## config.mk

```make
export PLATFORM = sky130hd
export DESIGN_NAME = mips_multicycle_ctrl
export DESIGN_NICKNAME = d
export VERILOG_FILES = /design/src/rtl/mips_multicycle_ctrl.sv
export SDC_FILE = /design/constraint.sdc
export NUM_CORES = 1
export LEC_CHECK = 0
export ABC_AREA = 0
export BUFFER_PORTS_ARGS = -buffer_cell sky130_fd_sc_hd__buf_2
export CAP_MARGIN = 25
export CORE_MARGIN = 5
export CORE_UTILIZATION = 49
export DETAILED_ROUTE_END_ITERATION = 16
export PLACE_DENSITY_LB_ADDON = 0.15
export SYNTH_ARGS = -nofsm -noshare
export SYNTH_HDL_FRONTEND = slang
export SYNTH_SLANG_ARGS = --single-unit
export TNS_END_PERCENT = 20
```

## constraint.sdc

```tcl
create_clock -name clk -period 2.12 [get_ports clk]
set_clock_uncertainty 0.05 [all_clocks]
set_input_delay 0.212 -clock clk [delete_from_list [all_inputs] [get_ports clk]]
set_output_delay 0.212 -clock clk [all_outputs]
set_load 0.005 [all_outputs]
```

## src/rtl/mips_multicycle_ctrl.sv

```systemverilog
// mips_multicycle_ctrl: main control FSM of the multicycle MIPS core.
// Steps the shared ALU, register file, PC and unified memory through the
// fetch/decode/execute/memory/writeback states. It also produces the 4-bit
// ALU control code directly, decoding funct for R-type instructions.
// Optional build macro: MIPS_CTRL_PERF_EN adds the cycle_cnt and instr_cnt
// performance counter outputs.
module mips_multicycle_ctrl #(
    parameter int FUNCT_W      = 6,
    parameter int RESULT_CNT_W = 32
) (
    input  logic                    clk,
    input  logic                    rst_n,
    input  logic [5:0]              opcode,
    input  logic [FUNCT_W-1:0]      funct,
    input  logic                    zero,
    input  logic                    mem_ready,
    output logic                    mem_req,
    output logic                    mem_we,
    output logic                    i_or_d,
    output logic                    ir_write,
    output logic                    pc_write,
    output logic [1:0]              pc_src,
    output logic                    alu_src_a,
    output logic [1:0]              alu_src_b,
    output logic [3:0]              alu_ctrl,
    output logic                    reg_write,
    output logic                    reg_dst,
    output logic                    mem_to_reg,
    output logic                    illegal_instr,
`ifdef MIPS_CTRL_PERF_EN
    output logic [RESULT_CNT_W-1:0] cycle_cnt,
    output logic [RESULT_CNT_W-1:0] instr_cnt,
`endif
    output logic [3:0]              state_o
);

    typedef enum logic [3:0] {
        S_RST    = 4'd0,
        S_FETCH  = 4'd1,
        S_DECODE = 4'd2,
        S_MEMADR = 4'd3,
        S_MEMRD  = 4'd4,
        S_MEMWB  = 4'd5,
        S_MEMWR  = 4'd6,
        S_EXEC   = 4'd7,
        S_ALUWB  = 4'd8,
        S_ADDIEX = 4'd9,
        S_ADDIWB = 4'd10,
        S_BRANCH = 4'd11,
        S_JUMP   = 4'd12,
        S_TRAP   = 4'd13
    } state_t;

    // State-decoded control bundle, registered together with the state
    typedef struct packed {
        logic       mem_req;
        logic       mem_we;
        logic       i_or_d;
        logic [1:0] pc_src;
        logic       alu_src_a;
        logic [1:0] alu_src_b;
        logic [3:0] alu_ctrl;
        logic       reg_write;
        logic       reg_dst;
        logic       mem_to_reg;
        logic       illegal;
    } ctrl_t;

    localparam logic [5:0] OP_RTYPE = 6'h00;
    localparam logic [5:0] OP_J     = 6'h02;
    localparam logic [5:0] OP_BEQ   = 6'h04;
    localparam logic [5:0] OP_BNE   = 6'h05;
    localparam logic [5:0] OP_ADDI  = 6'h08;
    localparam logic [5:0] OP_LW    = 6'h23;
    localparam logic [5:0] OP_SW    = 6'h2B;

    localparam logic [3:0] ALU_AND = 4'd0;
    localparam logic [3:0] ALU_OR  = 4'd1;
    localparam logic [3:0] ALU_ADD = 4'd2;
    localparam logic [3:0] ALU_SUB = 4'd6;
    localparam logic [3:0] ALU_SLT = 4'd7;
    localparam logic [3:0] ALU_NOR = 4'd12;
    localparam logic [3:0] ALU_XOR = 4'd13;

    // True for the R-type funct codes this core implements
    function automatic logic f_funct_ok(input logic [FUNCT_W-1:0] fn);
        logic ok;
        ok = 1'b0;
        if (fn == FUNCT_W'(6'h20) || fn == FUNCT_W'(6'h22) ||
            fn == FUNCT_W'(6'h24) || fn == FUNCT_W'(6'h25) ||
            fn == FUNCT_W'(6'h26) || fn == FUNCT_W'(6'h27) ||
            fn == FUNCT_W'(6'h2A))
            ok = 1'b1;
        return ok;
    endfunction

    // R-type funct to ALU code; unknown funct falls back to ADD
    function automatic logic [3:0] f_alu_r(input logic [FUNCT_W-1:0] fn);
        logic [3:0] a;
        a = ALU_ADD;
        if (fn == FUNCT_W'(6'h22)) a = ALU_SUB;
        if (fn == FUNCT_W'(6'h24)) a = ALU_AND;
        if (fn == FUNCT_W'(6'h25)) a = ALU_OR;
        if (fn == FUNCT_W'(6'h26)) a = ALU_XOR;
        if (fn == FUNCT_W'(6'h27)) a = ALU_NOR;
        if (fn == FUNCT_W'(6'h2A)) a = ALU_SLT;
        return a;
    endfunction

    // Next-state function; mem_ready only matters in the memory-wait states
    function automatic state_t f_next(input state_t s, input logic [5:0] op,
                                      input logic [FUNCT_W-1:0] fn, input logic rdy);
        state_t n;
        n = S_RST;
        case (s)
            S_RST:    n = S_FETCH;
            S_FETCH:  n = rdy ? S_DECODE : S_FETCH;
            S_DECODE: begin
                case (op)
                    OP_LW, OP_SW:   n = S_MEMADR;
                    OP_RTYPE:       n = S_EXEC;
                    OP_ADDI:        n = S_ADDIEX;
                    OP_BEQ, OP_BNE: n = S_BRANCH;
                    OP_J:           n = S_JUMP;
                    default:        n = S_TRAP;
                endcase
            end
            S_MEMADR: n = (op == OP_LW) ? S_MEMRD : S_MEMWR;
            S_MEMRD:  n = rdy ? S_MEMWB : S_MEMRD;
            S_MEMWB:  n = S_FETCH;
            S_MEMWR:  n = rdy ? S_FETCH : S_MEMWR;
            S_EXEC:   n = f_funct_ok(fn) ? S_ALUWB : S_TRAP;
            S_ALUWB:  n = S_FETCH;
            S_ADDIEX: n = S_ADDIWB;
            S_ADDIWB: n = S_FETCH;
            S_BRANCH: n = S_FETCH;
            S_JUMP:   n = S_FETCH;
            S_TRAP:   n = S_TRAP;
            default:  n = S_RST;
        endcase
        return n;
    endfunction

    // Control bundle for a given state; anything not listed stays 0
    function automatic ctrl_t f_ctrl(input state_t s, input logic [FUNCT_W-1:0] fn);
        ctrl_t c;
        c = '0;
        case (s)
            S_FETCH:  begin c.mem_req = 1'b1; c.alu_src_b = 2'b01; c.alu_ctrl = ALU_ADD; end
            S_DECODE: begin c.alu_src_b = 2'b11; c.alu_ctrl = ALU_ADD; end
            S_MEMADR: begin c.alu_src_a = 1'b1; c.alu_src_b = 2'b10; c.alu_ctrl = ALU_ADD; end
            S_MEMRD:  begin c.mem_req = 1'b1; c.i_or_d = 1'b1; end
            S_MEMWB:  begin c.reg_write = 1'b1; c.mem_to_reg = 1'b1; end
            S_MEMWR:  begin c.mem_req = 1'b1; c.mem_we = 1'b1; c.i_or_d = 1'b1; end
            S_EXEC:   begin c.alu_src_a = 1'b1; c.alu_ctrl = f_alu_r(fn); end
            S_ALUWB:  begin c.reg_write = 1'b1; c.reg_dst = 1'b1; end
            S_ADDIEX: begin c.alu_src_a = 1'b1; c.alu_src_b = 2'b10; c.alu_ctrl = ALU_ADD; end
            S_ADDIWB: begin c.reg_write = 1'b1; end
            S_BRANCH: begin c.alu_src_a = 1'b1; c.alu_ctrl = ALU_SUB; c.pc_src = 2'b01; end
            S_JUMP:   begin c.pc_src = 2'b10; end
            S_TRAP:   begin c.illegal = 1'b1; end
            default:  c = '0;
        endcase
        return c;
    endfunction

    state_t r_state;
    state_t w_next;
    ctrl_t  r_ctrl;
    logic   w_br_take;

    // Next state from current state and IR fields
    always_comb begin
        w_next = f_next(r_state, opcode, funct, mem_ready);
    end

    // State register; the control bundle is decoded from the next state so
    // outputs are registered yet always reflect the current state
    always_ff @(posedge clk or negedge rst_n) begin
        if (!rst_n) begin
            r_state <= S_RST;
            r_ctrl  <= '0;
        end else begin
            r_state <= w_next;
            r_ctrl  <= f_ctrl(w_next, funct);
        end
    end

    // Branch condition: BNE inverts the ALU zero flag
    always_comb begin
        w_br_take = (opcode == OP_BNE) ? ~zero : zero;
    end

    assign mem_req       = r_ctrl.mem_req;
    assign mem_we        = r_ctrl.mem_we;
    assign i_or_d        = r_ctrl.i_or_d;
    assign pc_src        = r_ctrl.pc_src;
    assign alu_src_a     = r_ctrl.alu_src_a;
    assign alu_src_b     = r_ctrl.alu_src_b;
    assign alu_ctrl      = r_ctrl.alu_ctrl;
    assign reg_write     = r_ctrl.reg_write;
    assign reg_dst       = r_ctrl.reg_dst;
    assign mem_to_reg    = r_ctrl.mem_to_reg;
    assign illegal_instr = r_ctrl.illegal;
    assign state_o       = r_state;

    // The fetch completion and taken branch are qualified by live inputs
    assign ir_write = (r_state == S_FETCH) & mem_ready;
    assign pc_write = ((r_state == S_FETCH) & mem_ready) |
                      ((r_state == S_BRANCH) & w_br_take) |
                      (r_state == S_JUMP);

`ifdef MIPS_CTRL_PERF_EN
    logic [RESULT_CNT_W-1:0] r_cycle_cnt;
    logic [RESULT_CNT_W-1:0] r_instr_cnt;

    // Active-cycle and retired-instruction counters, free-running with wrap
    always_ff @(posedge clk or negedge rst_n) begin
        if (!rst_n) begin
            r_cycle_cnt <= '0;
            r_instr_cnt <= '0;
        end else begin
            if (r_state != S_RST && r_state != S_TRAP)
                r_cycle_cnt <= r_cycle_cnt + 1'b1;
            if (w_next == S_FETCH && r_state != S_FETCH && r_state != S_RST)
                r_instr_cnt <= r_instr_cnt + 1'b1;
        end
    end

    assign cycle_cnt = r_cycle_cnt;
    assign instr_cnt = r_instr_cnt;
`else
    logic [RESULT_CNT_W-1:0] w_unused_cnt;
    assign w_unused_cnt = '0;
`endif

endmodule

```

# Yosys cells after proc, flatten, opt, wreduce, memory -nomap -nowiden
# Index checks and enable logic that the tools add are counted.
[classes]
bitwise_logic = 5
n_mux = 27
n_reduce_logical = 17
eq_ne = 39
[ops]
columns = ["op", "count"]
rows = [
  ["$eq A6 B6 Y1 const B", 9],
  ["$eq A4 B4 Y1 const B", 12],
  ["$pmux W4 S9", 1],
  ["$eq A4 B3 Y1 const B", 8],
  ["$mux W4", 5],
  ["$pmux W4 S5", 1],
  ["$eq A4 B2 Y1 const B", 4],
  ["$eq A6 B3 Y1 const B", 2],
  ["$mux W1", 12],
  ["$pmux W4 S3", 1],
  ["$mux W3", 3],
  ["$eq A4 B1 Y1 const B", 2],
  ["$reduce_or A2 Y1", 4],
  ["$reduce_or A4 Y1", 2],
  ["$eq A6 B2 Y1 const B", 1],
  ["$eq A6 B4 Y1 const B", 1],
  ["$logic_not A6 Y1", 1],
  ["$logic_or A1 B1 Y1", 6],
  ["$pmux W2 S3", 1],
  ["$reduce_or A3 Y1", 2],
  ["$reduce_or A6 Y1", 1],
  ["$logic_not A4 Y1", 1],
  ["$mux W2", 2],
  ["$pmux W2 S2", 1],
  ["other kinds (3)", 5],
]
[totals]
in_bits = 16
word_cells = 100
register_bits = 20

# Depth between registers and ports, before layout
[depth]
ltp_word = 14
mapped_depth = 7

# Worst setup path before layout
# No wires, ideal clock.
[synth_timing]
path_type = "register -> register"
start = "register r_state[3], in the netlist state_o[3]"
end = "register r_ctrl, in the netlist alu_ctrl[1]"
setup_time_ps = 131
stages_incl_launch_ff = 7
arrival_ps = 1680
slack_ps = 260
synth_period_minus_slack_ps = 1860
cell_sequence = "dfrtp_1 or4b_4 a311oi_1 a221o_2 buf_6 nand2b_2 o221ai_2"
[synth_between]
elab_chain_cells = 6
elab_cells_between_ends = 24
cone_classes = "eq/ne: 19; mux: 2; reduce/logical: 3"
[synth_lines]
columns = ["element", "line", "rtl"]
rows = [
  ["from (decl)", "167", "state_t r_state;"],
  ["from (signal assigned)", "184", "r_state <= w_next;"],
  ["$eq A4 B4 Y1 (tied with other cells)", "115", "case (s)"],
  ["$reduce_or A6 Y1 (no source line)", "-", ""],
  ["$pmux W4 S9 (*)", "115", ""],
  ["via w_next[3]", "168", "state_t w_next;"],
  ["$eq A4 B1 Y1 (tied with other cells)", "148", "case (s)"],
  ["$reduce_or A4 Y1 (no source line)", "-", ""],
  ["$pmux W4 S3 (*)", "148", ""],
  ["to (signal assigned)", "185", "r_ctrl <= f_ctrl(w_next, funct);"],
  ["to (decl)", "169", "ctrl_t r_ctrl;"],
]
# Mark *: on every way through the listed nets, which the timed path passes. The rest lies on a longest branch.

# Worst setup path after layout
[layout_timing]
start = "register r_state[0], in the netlist state_o[0]"
end = "register r_ctrl, in the netlist alu_src_b[1]"
[layout_between]
elab_chain_cells = 6
elab_cells_between_ends = 22
cone_classes = "eq/ne: 17; mux: 2; reduce/logical: 3"
[layout_lines]
columns = ["element", "line"]
rows = [
  ["$eq A4 B4 Y1 (tied with other cells)", "115"],
  ["$reduce_or A6 Y1 (no source line)", "-"],
  ["$pmux W4 S9 (*)", "115"],
  ["$eq A4 B4 Y1 / $eq A4 B2 Y1 (equally long branches)", "148"],
  ["$reduce_or A2 Y1 (no source line)", "-"],
  ["$pmux W2 S3 (*)", "148"],
]
# Mark *: on every way between the ends. The rest lies on a longest branch, timed or not.

==> key figures <==
Timing
  – Hold Slack: 108 ps
  – Min cycle time layout: 1980 ps
  – Worst-margin pin slew: 528 ps
  – Fmax: 504 MHz
  – Post-route setup TNS: 0 ps
  – Fin. max-slew vios: 0
  – Final setup vio count: 0
  – Final hold viol count: 0
  – Worst slew margin: 0.645
  – RSZ-0062 raised after global routing: false
  – Fin crit share: 0.936

CTS
  – Clk Latency, worst-skew pair: 300 ps
  – Clk slew on worst S/H paths: 110 ps
  – H-tree levels: 1
  – TritonCTS clock tree: done
  – CTS Sinks: 20
  – Number of buffers added for setup after CTS: 0
  – Root buffer cell: clkbuf_4
  – Clock Tree Buf Depth: 2
  – Num CTS Buffers: 3

Finish
  – Fillers: 195
  – Area grow syn2layout: 25.2%
  – Most frequent cells in the layout: buf_2 (37), dfrtp_1 (20), nor2_1 (11)
  – Commonest non-fill, non-tap cell in the layout: buf_2
  – Fin nets: 179
  – Ant. Diodes: 0
  – Area occupied by registers: 500 um2
  – Layout cells sized above 1: 0.364
  – Multi-input combinational cell area: 607 um2

Power and ir drop
  – Cell area power density: 1270 mW/mm2
  – Maximum VDD drop: 0.000884 V
  – Final Power: 1.83 mW
  – Leak: 0.708 nW

Routing
  – Via density: 5.58
  – Residual DRC: 0
  – Detail Route Antenna Nets: 0
  – Routed Wire Length: 2720 um
  – DR pass1 iterations: 4
  – Routed vias: 1060
  – DRT iter0 DRCs: 25
  – Post-detailed-route wirelength per cell: 14.3 um

Critical path
  – Critical path, cell by cell: or4b_4 > a311oi_1 > a221o_2 > nand2b_2 > a21oi_1
  – Critical path buffers and inverters: 0
  – FF-to-FF path depth: 5
  – Crit-path max cell delay: 530 ps
  – Slowest CP cell: or4b_4
  – Critical path class: reg -> reg
  – Setup crit end kind: flip-flop
  – Flop2flop setup slack: 140 ps
  – Startpoint types: flip-flop
  – Worst path depth: 5
  – CP delay by family, top: simple AND/OR/NAND/NOR gates
  – CP Max Fanout: 7
  – Critical Path RT: 2250 ps
  – Worst Path Arrival: 2110 ps

Placement
  – PortBufs: 37
  – GP Congestion: 0.812
  – Post-DP HPWL: 2150 um

Global route
  – First-pass GRT wire length: 4510 um
  – Pin count of the biggest net entering global routing: 21
  – GRT Total Usage: 0.170
  – Initial antenna violation count: 0
  – Vias in the first global route: 1016
  – Total grt overflow: 0

Synthesis
  – Async set-or-reset flop fraction in the synthesized netlist: 1.00
  – Register area share after synthesis: 0.436
  – Seq cells post-synth: 20
  – Gate Count Post-Synth: 118
  – Number of synthesis warnings: 0
  – Post-Synthesis Mean Instance Area: 9.73 um2
  – Mapped Nets: 134
  – Post-synth EDFFs: 0
  – Post-Synthesis Cell Area: 0.00115 mm2
  – Synth Flop Type: dfrtp_1
  – Synth cell types: 47

Status
  – Status: complete, no violations

Min path
  – Worst Hold Class: in -> reg
  – Hold path cells: 3

Die
  – Core box area: 0.00223 mm2
  – Initial Util: 0.514
  – Ports: 38
  – Die Span X: 58.4 um
  – Die area: 0.00341 mm2
  – Placement Rows: 17
  – Die H: 58.4 um

Run
  – Max_cap viols: 0
==> timing repair <==
action                    in CTS  in global routing
hold endpoints to repair      20                  0
hold buffers                   1                  0
gates resized for setup        0                  0
==> kinds of logic (layout without fill, tap and decap cells) <==
logic type	count (synthesis)	in the layout	share of synthesized area
buf+inv	8	52	0.0359
compound gates	29	29	0.200
mux	2	2	0.0174
flops	20	20	0.436
xor+xnor	2	2	0.0153
simple gates	57	57	0.295
==> cell type report <==
class	instances	area share
multi-input combinational	90	0.422
sequential	20	0.348
timing repair buffer	45	0.172
clock buffer	4	0.0252
tap	28	0.0244
inverter	3	0.00783
==> final timing paths <==
path	start	end
max	state_o[0]	alu_src_b[1]
min in group asynchronous	rst_n	state_o[0]
min	funct[1]	alu_ctrl[3]
max reg2reg	state_o[0]	alu_src_b[1]
max in group asynchronous	rst_n	mem_we
min reg2reg	state_o[3]	mem_to_reg
==> stage by stage <==
stage / std cells / instance area, um2 / util / worst slack, ps
after floorplan: 118 / 1150 / - / 260
after CTS: 190 / 1440 / 0.644 / 137
final: 190 / 1440 / 0.644 / 136
after global routing: 190 / 1440 / 0.644 / 26.2
after global placement: 185 / 1390 / 0.623 / 223
after detailed placement: 185 / 1390 / 0.623 / 157
==> worst register-to-register path, stage by stage, from the launching register on <==
cell,delay (ps)
dfrtp_1,460
or4b_4,530
a311oi_1,290
a221o_2,230
nand2b_2,200
a21oi_1,100
==> cells in the mapped netlist (2+ instances only) <==
library cell / instances / share of area
a211oi_1: 2 / 0.013
a21o_1: 2 / 0.013
a21oi_1: 6 / 0.026
and3_1: 2 / 0.011
buf_2: 3 / 0.013
dfrtp_1: 20 / 0.44
inv_1: 3 / 0.0098
mux2i_1: 2 / 0.017
nand2_1: 5 / 0.016
nand2b_1: 6 / 0.033
nand3_1: 5 / 0.022
nor2_1: 11 / 0.036
nor2b_1: 4 / 0.022
nor3_1: 7 / 0.030
nor4b_1: 3 / 0.023
o21ai_0: 2 / 0.0087
o32ai_1: 2 / 0.015
or3_1: 3 / 0.016
xor2_1: 2 / 0.015
==> where the power goes <==
part	internal, mW	leakage (nW)	switching [mW]
Sequential	0.497	0.265	0.0452
Combinational	0.471	0.422	0.600
Clock	0.105	0.0210	0.111
Total	1.07	0.708	0.756
==> metal layers <==
layer  vias up  global-route usage  routed length, um
met5         -                   0                  0
met4         0              0.0331                 16
met3         2              0.0504                230
met2        42               0.268               1250
met1       490               0.233               1210
li1        526                   -                  -
Power figures use the tool's default switching activity.
